### config.mk
export PLATFORM = sky130hd
export DESIGN_NAME = iomem_router
export DESIGN_NICKNAME = d
export VERILOG_FILES = /design/src/rtl/iomem_router_pkg.sv /design/src/rtl/iomem_router.sv
export SDC_FILE = /design/constraint.sdc
export NUM_CORES = 1
export LEC_CHECK = 0
export CORE_AREA = 2 2 137 139
export CTS_BUF_LIST = sky130_fd_sc_hd__clkbuf_2 sky130_fd_sc_hd__clkbuf_4 sky130_fd_sc_hd__clkbuf_8
export CTS_CLUSTER_SIZE = 20
export DETAILED_ROUTE_END_ITERATION = 10
export DIE_AREA = 0 0 139 141
export HOLD_SLACK_MARGIN = 0.1
export PLACE_DENSITY = 0.81
export SLEW_MARGIN = 25
export SYNTH_ARGS = -nofsm -noshare
export SYNTH_HDL_FRONTEND = slang
export SYNTH_SLANG_ARGS = --single-unit
### constraint.sdc
create_clock -name clk -period 2.15 [get_ports clk]
set_input_delay 0.3225 -clock clk [delete_from_list [all_inputs] [get_ports clk]]
set_output_delay 0.3225 -clock clk [all_outputs]
set_load 0.05 [all_outputs]
### src/rtl/iomem_router_pkg.sv
// Shared constants for the iomem router: FSM state codes,
// default error read data, router base and error-counter helper.
package iomem_router_pkg;

  localparam logic [1:0] ST_IDLE   = 2'd0;
  localparam logic [1:0] ST_ACCESS = 2'd1;
  localparam logic [1:0] ST_RESP   = 2'd2;

  localparam logic [31:0] IOMEM_ERR_DATA = 32'hDEAD_BEEF;

  localparam logic [7:0] BASE_HI_ROUTER = 8'h03;

  function automatic logic [7:0] sat_inc8(
    input logic [7:0] v
  );
    return (v == 8'hFF) ? v : v + 8'd1;
  endfunction

endpackage

### src/rtl/iomem_router.sv
// iomem_router: shares the picosoc iomem port among NUM_SLAVES slaves.
// Ports: clk/resetn (sync, active-low), m_* master side, s_* slave side,
// err_count/err_addr report unmapped and timed-out accesses.
module iomem_router
  import iomem_router_pkg::*;
#(
  parameter int          NUM_SLAVES = 4,
  parameter logic [7:0]  BASE_HI    = BASE_HI_ROUTER,
  parameter int          TIMEOUT    = 255,
  parameter logic [31:0] ERR_DATA   = IOMEM_ERR_DATA
) (
  input  logic                     clk,
  input  logic                     resetn,
  input  logic                     m_valid,
  output logic                     m_ready,
  input  logic [3:0]               m_wstrb,
  input  logic [31:0]              m_addr,
  input  logic [31:0]              m_wdata,
  output logic [31:0]              m_rdata,
  output logic [NUM_SLAVES-1:0]    s_valid,
  input  logic [NUM_SLAVES-1:0]    s_ready,
  output logic [3:0]               s_wstrb,
  output logic [31:0]              s_addr,
  output logic [31:0]              s_wdata,
  input  logic [32*NUM_SLAVES-1:0] s_rdata,
  output logic [7:0]               err_count,
  output logic [31:0]              err_addr
);

  localparam int IW =
    (NUM_SLAVES > 1) ? $clog2(NUM_SLAVES) : 1;
  localparam int CW = $clog2(TIMEOUT + 1);

  logic [1:0]    r_state;
  logic [IW-1:0] r_idx;
  logic [31:0]   r_addr;
  logic [31:0]   r_wdata;
  logic [3:0]    r_wstrb;
  logic [CW-1:0] r_cnt;
  logic          r_m_ready;
  logic [31:0]   r_m_rdata;
  logic [7:0]    r_err_count;
  logic [31:0]   r_err_addr;

  logic                  w_hit;
  logic                  w_map;
  logic                  w_ready;
  logic                  w_tmo;
  logic [NUM_SLAVES-1:0] w_sel;
  logic [31:0]           w_rd [NUM_SLAVES];
  logic [31:0]           w_rdata;

  assign w_hit = m_valid
    && (m_addr[31:24] == BASE_HI);
  assign w_map = (m_addr[23:20] == 4'd0)
    && (int'(m_addr[19:16]) < NUM_SLAVES);

  genvar gi;
  generate
    for (gi = 0; gi < NUM_SLAVES; gi++) begin : g_sl
      assign w_sel[gi] = (r_idx == IW'(gi));
      assign w_rd[gi]  = w_sel[gi]
        ? s_rdata[32*gi +: 32] : 32'd0;
    end
  endgenerate

  always_comb begin
    w_rdata = 32'd0;
    for (int i = 0; i < NUM_SLAVES; i++) begin
      w_rdata = w_rdata | w_rd[i];
    end
  end

  assign w_ready = |(s_ready & w_sel);
  // Leaving in the TIMEOUT-th ACCESS cycle keeps
  // s_valid high for exactly TIMEOUT cycles.
  assign w_tmo = (r_cnt == CW'(TIMEOUT - 1));

  always_ff @(posedge clk) begin
    if (!resetn) begin
      r_state     <= ST_IDLE;
      r_idx       <= '0;
      r_addr      <= 32'd0;
      r_wdata     <= 32'd0;
      r_wstrb     <= 4'd0;
      r_cnt       <= '0;
      r_m_ready   <= 1'b0;
      r_m_rdata   <= 32'd0;
      r_err_count <= 8'd0;
      r_err_addr  <= 32'd0;
    end else begin
      r_m_ready <= 1'b0;
      case (r_state)
        ST_IDLE: begin
          // r_m_ready high: the request just served is
          // still on the bus and must not be re-taken.
          if (w_hit && !r_m_ready) begin
            r_idx   <= m_addr[16 +: IW];
            r_addr  <= m_addr;
            r_wdata <= m_wdata;
            r_wstrb <= m_wstrb;
            r_cnt   <= '0;
            if (w_map) begin
              r_state <= ST_ACCESS;
            end else begin
              r_state     <= ST_RESP;
              r_m_rdata   <= ERR_DATA;
              r_err_count <= sat_inc8(r_err_count);
              r_err_addr  <= m_addr;
            end
          end
        end
        ST_ACCESS: begin
          if (!m_valid) begin
            r_state <= ST_IDLE;
          end else if (w_ready) begin
            r_m_rdata <= w_rdata;
            r_state   <= ST_RESP;
          end else if (w_tmo) begin
            r_m_rdata   <= ERR_DATA;
            r_err_count <= sat_inc8(r_err_count);
            r_err_addr  <= r_addr;
            r_state     <= ST_RESP;
          end else begin
            r_cnt <= r_cnt + 1'b1;
          end
        end
        ST_RESP: begin
          r_m_ready <= 1'b1;
          r_state   <= ST_IDLE;
        end
        default: r_state <= ST_IDLE;
      endcase
    end
  end

  assign s_valid = (r_state == ST_ACCESS)
    ? w_sel : '0;
  assign m_ready   = r_m_ready;
  assign m_rdata   = r_m_rdata;
  assign s_addr    = r_addr;
  assign s_wdata   = r_wdata;
  assign s_wstrb   = r_wstrb;
  assign err_count = r_err_count;
  assign err_addr  = r_err_addr;

endmodule

==> flow_metrics.tcl <==
set metrics [dict create \
    fillerInstances 1514 \
    crit_path_cell_trace "nand2b_1 > buf_4 > nor3b_2 > buf_12" \
    dp.cells 1333 \
    grt_antenna_before_repair 1 \
    totalWireLength_um 24400 \
    clockBufferDepth 2 \
    worstMarginPinSlew_ns 0.593 \
    gr-usage-met1_pct 30.8 \
    placement.cell_area_sq_um 10800 \
    synth_cell_types 44 \
    cap_viol_max_count 0 \
    dp_slack_ns -0.402 \
    maxSlewViolCount 0 \
    fin_crit_ns 2.06 \
    finalHoldViolations 0 \
    p_leak_nw 3.81 \
    cts_num_sinks 151 \
    vias_per_cell 5.27 \
    grt_first_pass_wirelength_um 37500 \
    cts_inserted_buffers 17 \
    io_pins 348 \
    ys_seq_area_share_pct 44.0 \
    slowest_stage "dfxtp_1" \
    first_pass_iters 5 \
    drc 0 \
    postRouteAntennaNets 0 \
    stdcell_area_sq_um 11300 \
    critPathBufInv 2 \
    rows 50 \
    gp_congestion 0.812 \
    worstSetupPathType "reg -> out" \
    seqCellArea_sq_um 3030 \
    critical-path-top-delay-family "simple AND/OR/NAND/NOR gates" \
    cp_max_fo 24 \
    synth_ff_type "dfxtp_1" \
    clk_latency_ns 0.44 \
    status "complete, no violations" \
    drt_iter0_drc 423 \
    utilization_pct 61.8 \
    grt.total_usage_pct 24.0 \
    portBuffers 347 \
    area_growth_pct 64.3 \
    met3_usage_pct 5.74 \
    synthesis.area_sq_um 6880 \
    synthArstFlopShare_pct 0 \
    synth-edff-count 0 \
    cts-root-buf "clkbuf_8" \
    synth-seq-cells 151 \
    cts-htree-levels 4 \
    finalCritPeriodShare_pct 95.8 \
    hpwl_um 18000 \
    end_kind "primary output" \
    die_area_sq_um 19600 \
    max-slew-margin-rel_pct 60.4 \
    die_w_um 139 \
    core_area_sq_um 18300 \
    critPathLaunchType "flip-flop" \
    via_count 7209 \
    power.density_nw_per_um2 481 \
    final_net_count 1328 \
    required_ns 1.83 \
    start_util_pct 37.6 \
    yosysWarnings 0 \
    use_met2_pct 39.6 \
    setup_viol 0 \
    cts_tree "done" \
    peakVddDrop_uv 359 \
    setup_slack_ns 0.0899 \
    grt_pass1_vias 6869 \
    cp.arrival_ns 1.74 \
    hold_class "in -> reg" \
    antenna_cells 0 \
    multiInputGateArea_sq_um 3620 \
    cp_slowest_stage_delay_ns 0.39 \
    rsz0062_at_grt "true" \
    synth_cells 781 \
    synth_nets 987 \
    skew_ns 0.0112 \
    clkTransAtPathRegs_ns 0.08 \
    die_h_um 141 \
    fin_cells 1369 \
    drive_gt1_share_pct 11.8 \
    grt_max_degree 106 \
    grt_overflow 0 \
    syn_area_per_cell_sq_um 8.80 \
    cts_hold_buffers 0 \
    wl_per_cell_um 17.8 \
    top_usage_layer "met2" \
    max_clock_freq_mhz 485 \
]
[cells in the mapped netlist, types with 6 or more instances]
library cell | n | area share (%)
a311oi_1 | 32 | 4.1
mux4_2 | 33 | 11
nand3_1 | 17 | 1.2
clkbuf_1 | 47 | 2.6
a21oi_1 | 102 | 7.4
nand2_1 | 230 | 13
mux2i_1 | 38 | 5.5
and3_1 | 10 | 0.91
nand2b_1 | 6 | 0.55
o21ai_0 | 28 | 2.0
dfxtp_1 | 151 | 44
nor2_1 | 19 | 1.0
buf_2 | 12 | 0.87
[repair_timing]
| item | in CTS | in global routing |
|---|---|---|
| pin swaps | 0 | 0 |
| setup buffers | 0 | 4 |
| endpoints found under the setup margin | 2 | 69 |
| resized for setup | 2 | 11 |
[report_power, final]
part           internal (W)  switching [W]
sequential          0.00280     0.00000239
clock              0.000967        0.00109
combinational      0.000401       0.000183
[stage by stage]
stage | power (W) | hold WS (ns) | setup TNS (ns)
2_1_floorplan | 0.00301 | 0.455 | -0.288
3_3_place_gp | 0.00343 | 0.436 | -25.33
3_5_place_dp | 0.00344 | 0.442 | -32.88
4_1_cts | 0.00549 | 0.249 | 0
5_1_grt | 0.00564 | 0.279 | 0
6_report | 0.00544 | 0.275 | 0
[layout make-up]
cell class / instances / area share [%]
sequential: 151 / 26.8
timing repair buffer: 389 / 35.3
clock inverter: 11 / 0.897
clock buffer: 21 / 2.34
tap: 234 / 2.59
multi-input combinational: 561 / 32.0
inverter: 2 / 0.0775
[cell usage in the layout (no fill, tap or decap), types with 5 or more instances in the layout]
| cell | Yosys | layout |
|---|---|---|
| clkdlybuf4s50_1 | 0 | 340 |
| clkbuf_8 | 0 | 17 |
| dfxtp_1 | 151 | 149 |
| nand3_1 | 17 | 17 |
| nand2_1 | 230 | 230 |
| buf_12 | 0 | 17 |
| a311oi_1 | 32 | 32 |
| mux4_2 | 33 | 33 |
| nor2_1 | 19 | 17 |
| nand2b_1 | 6 | 6 |
| buf_4 | 1 | 30 |
| mux2i_1 | 38 | 38 |
| o21ai_0 | 28 | 24 |
| and3_1 | 10 | 9 |
| a21oi_1 | 102 | 102 |
| o21ai_1 | 2 | 5 |
[path summary, 6_finish.rpt]
path / from / end / slack [ns] / depth (start not counted)
setup / recovery: r_state[1] / s_valid[1] / 0.09 / 4
hold / removal: resetn / err_count[4] / 0.28 / 3
setup reg to reg: r_idx[0] / m_rdata[29] / 0.10 / 5
hold reg to reg: s_wdata[17] / s_wdata[17] / 0.45 / 2
[tightest hold or removal path, delay by kind of cell]
family,cells,cell delay (ns)
buf+inv,1,0.19
mux,1,0.05
simple gates,1,0.10
[state kept, by name (all words and copies together), names as in the netlist]
name       count
err_addr      32
err_count      8
m_rdata       32
m_ready        1
r_cnt          8
r_idx          1
r_state        2
s_addr        31
s_wdata       32
s_wstrb        4
[kinds of logic (layout without fill, tap and decap cells)]
| group | count (synthesis) | in the layout | synth area share, % |
|---|---|---|---|
| simple gates | 315 | 315 | 19.7 |
| compound gates | 172 | 172 | 14.9 |
| flops | 151 | 151 | 44.0 |
| mux | 71 | 71 | 16.3 |
| buf+inv | 69 | 423 | 4.59 |
| fa+ha+maj | 3 | 3 | 0.546 |
[layer usage]
layer / wire length [um] / up-vias
li1: - / 3442
met1: 10000 / 3430
met2: 12000 / 291
met3: 1720 / 44
met4: 571 / 2
met5: 11 / -
Power figures use the tool's default switching activity.
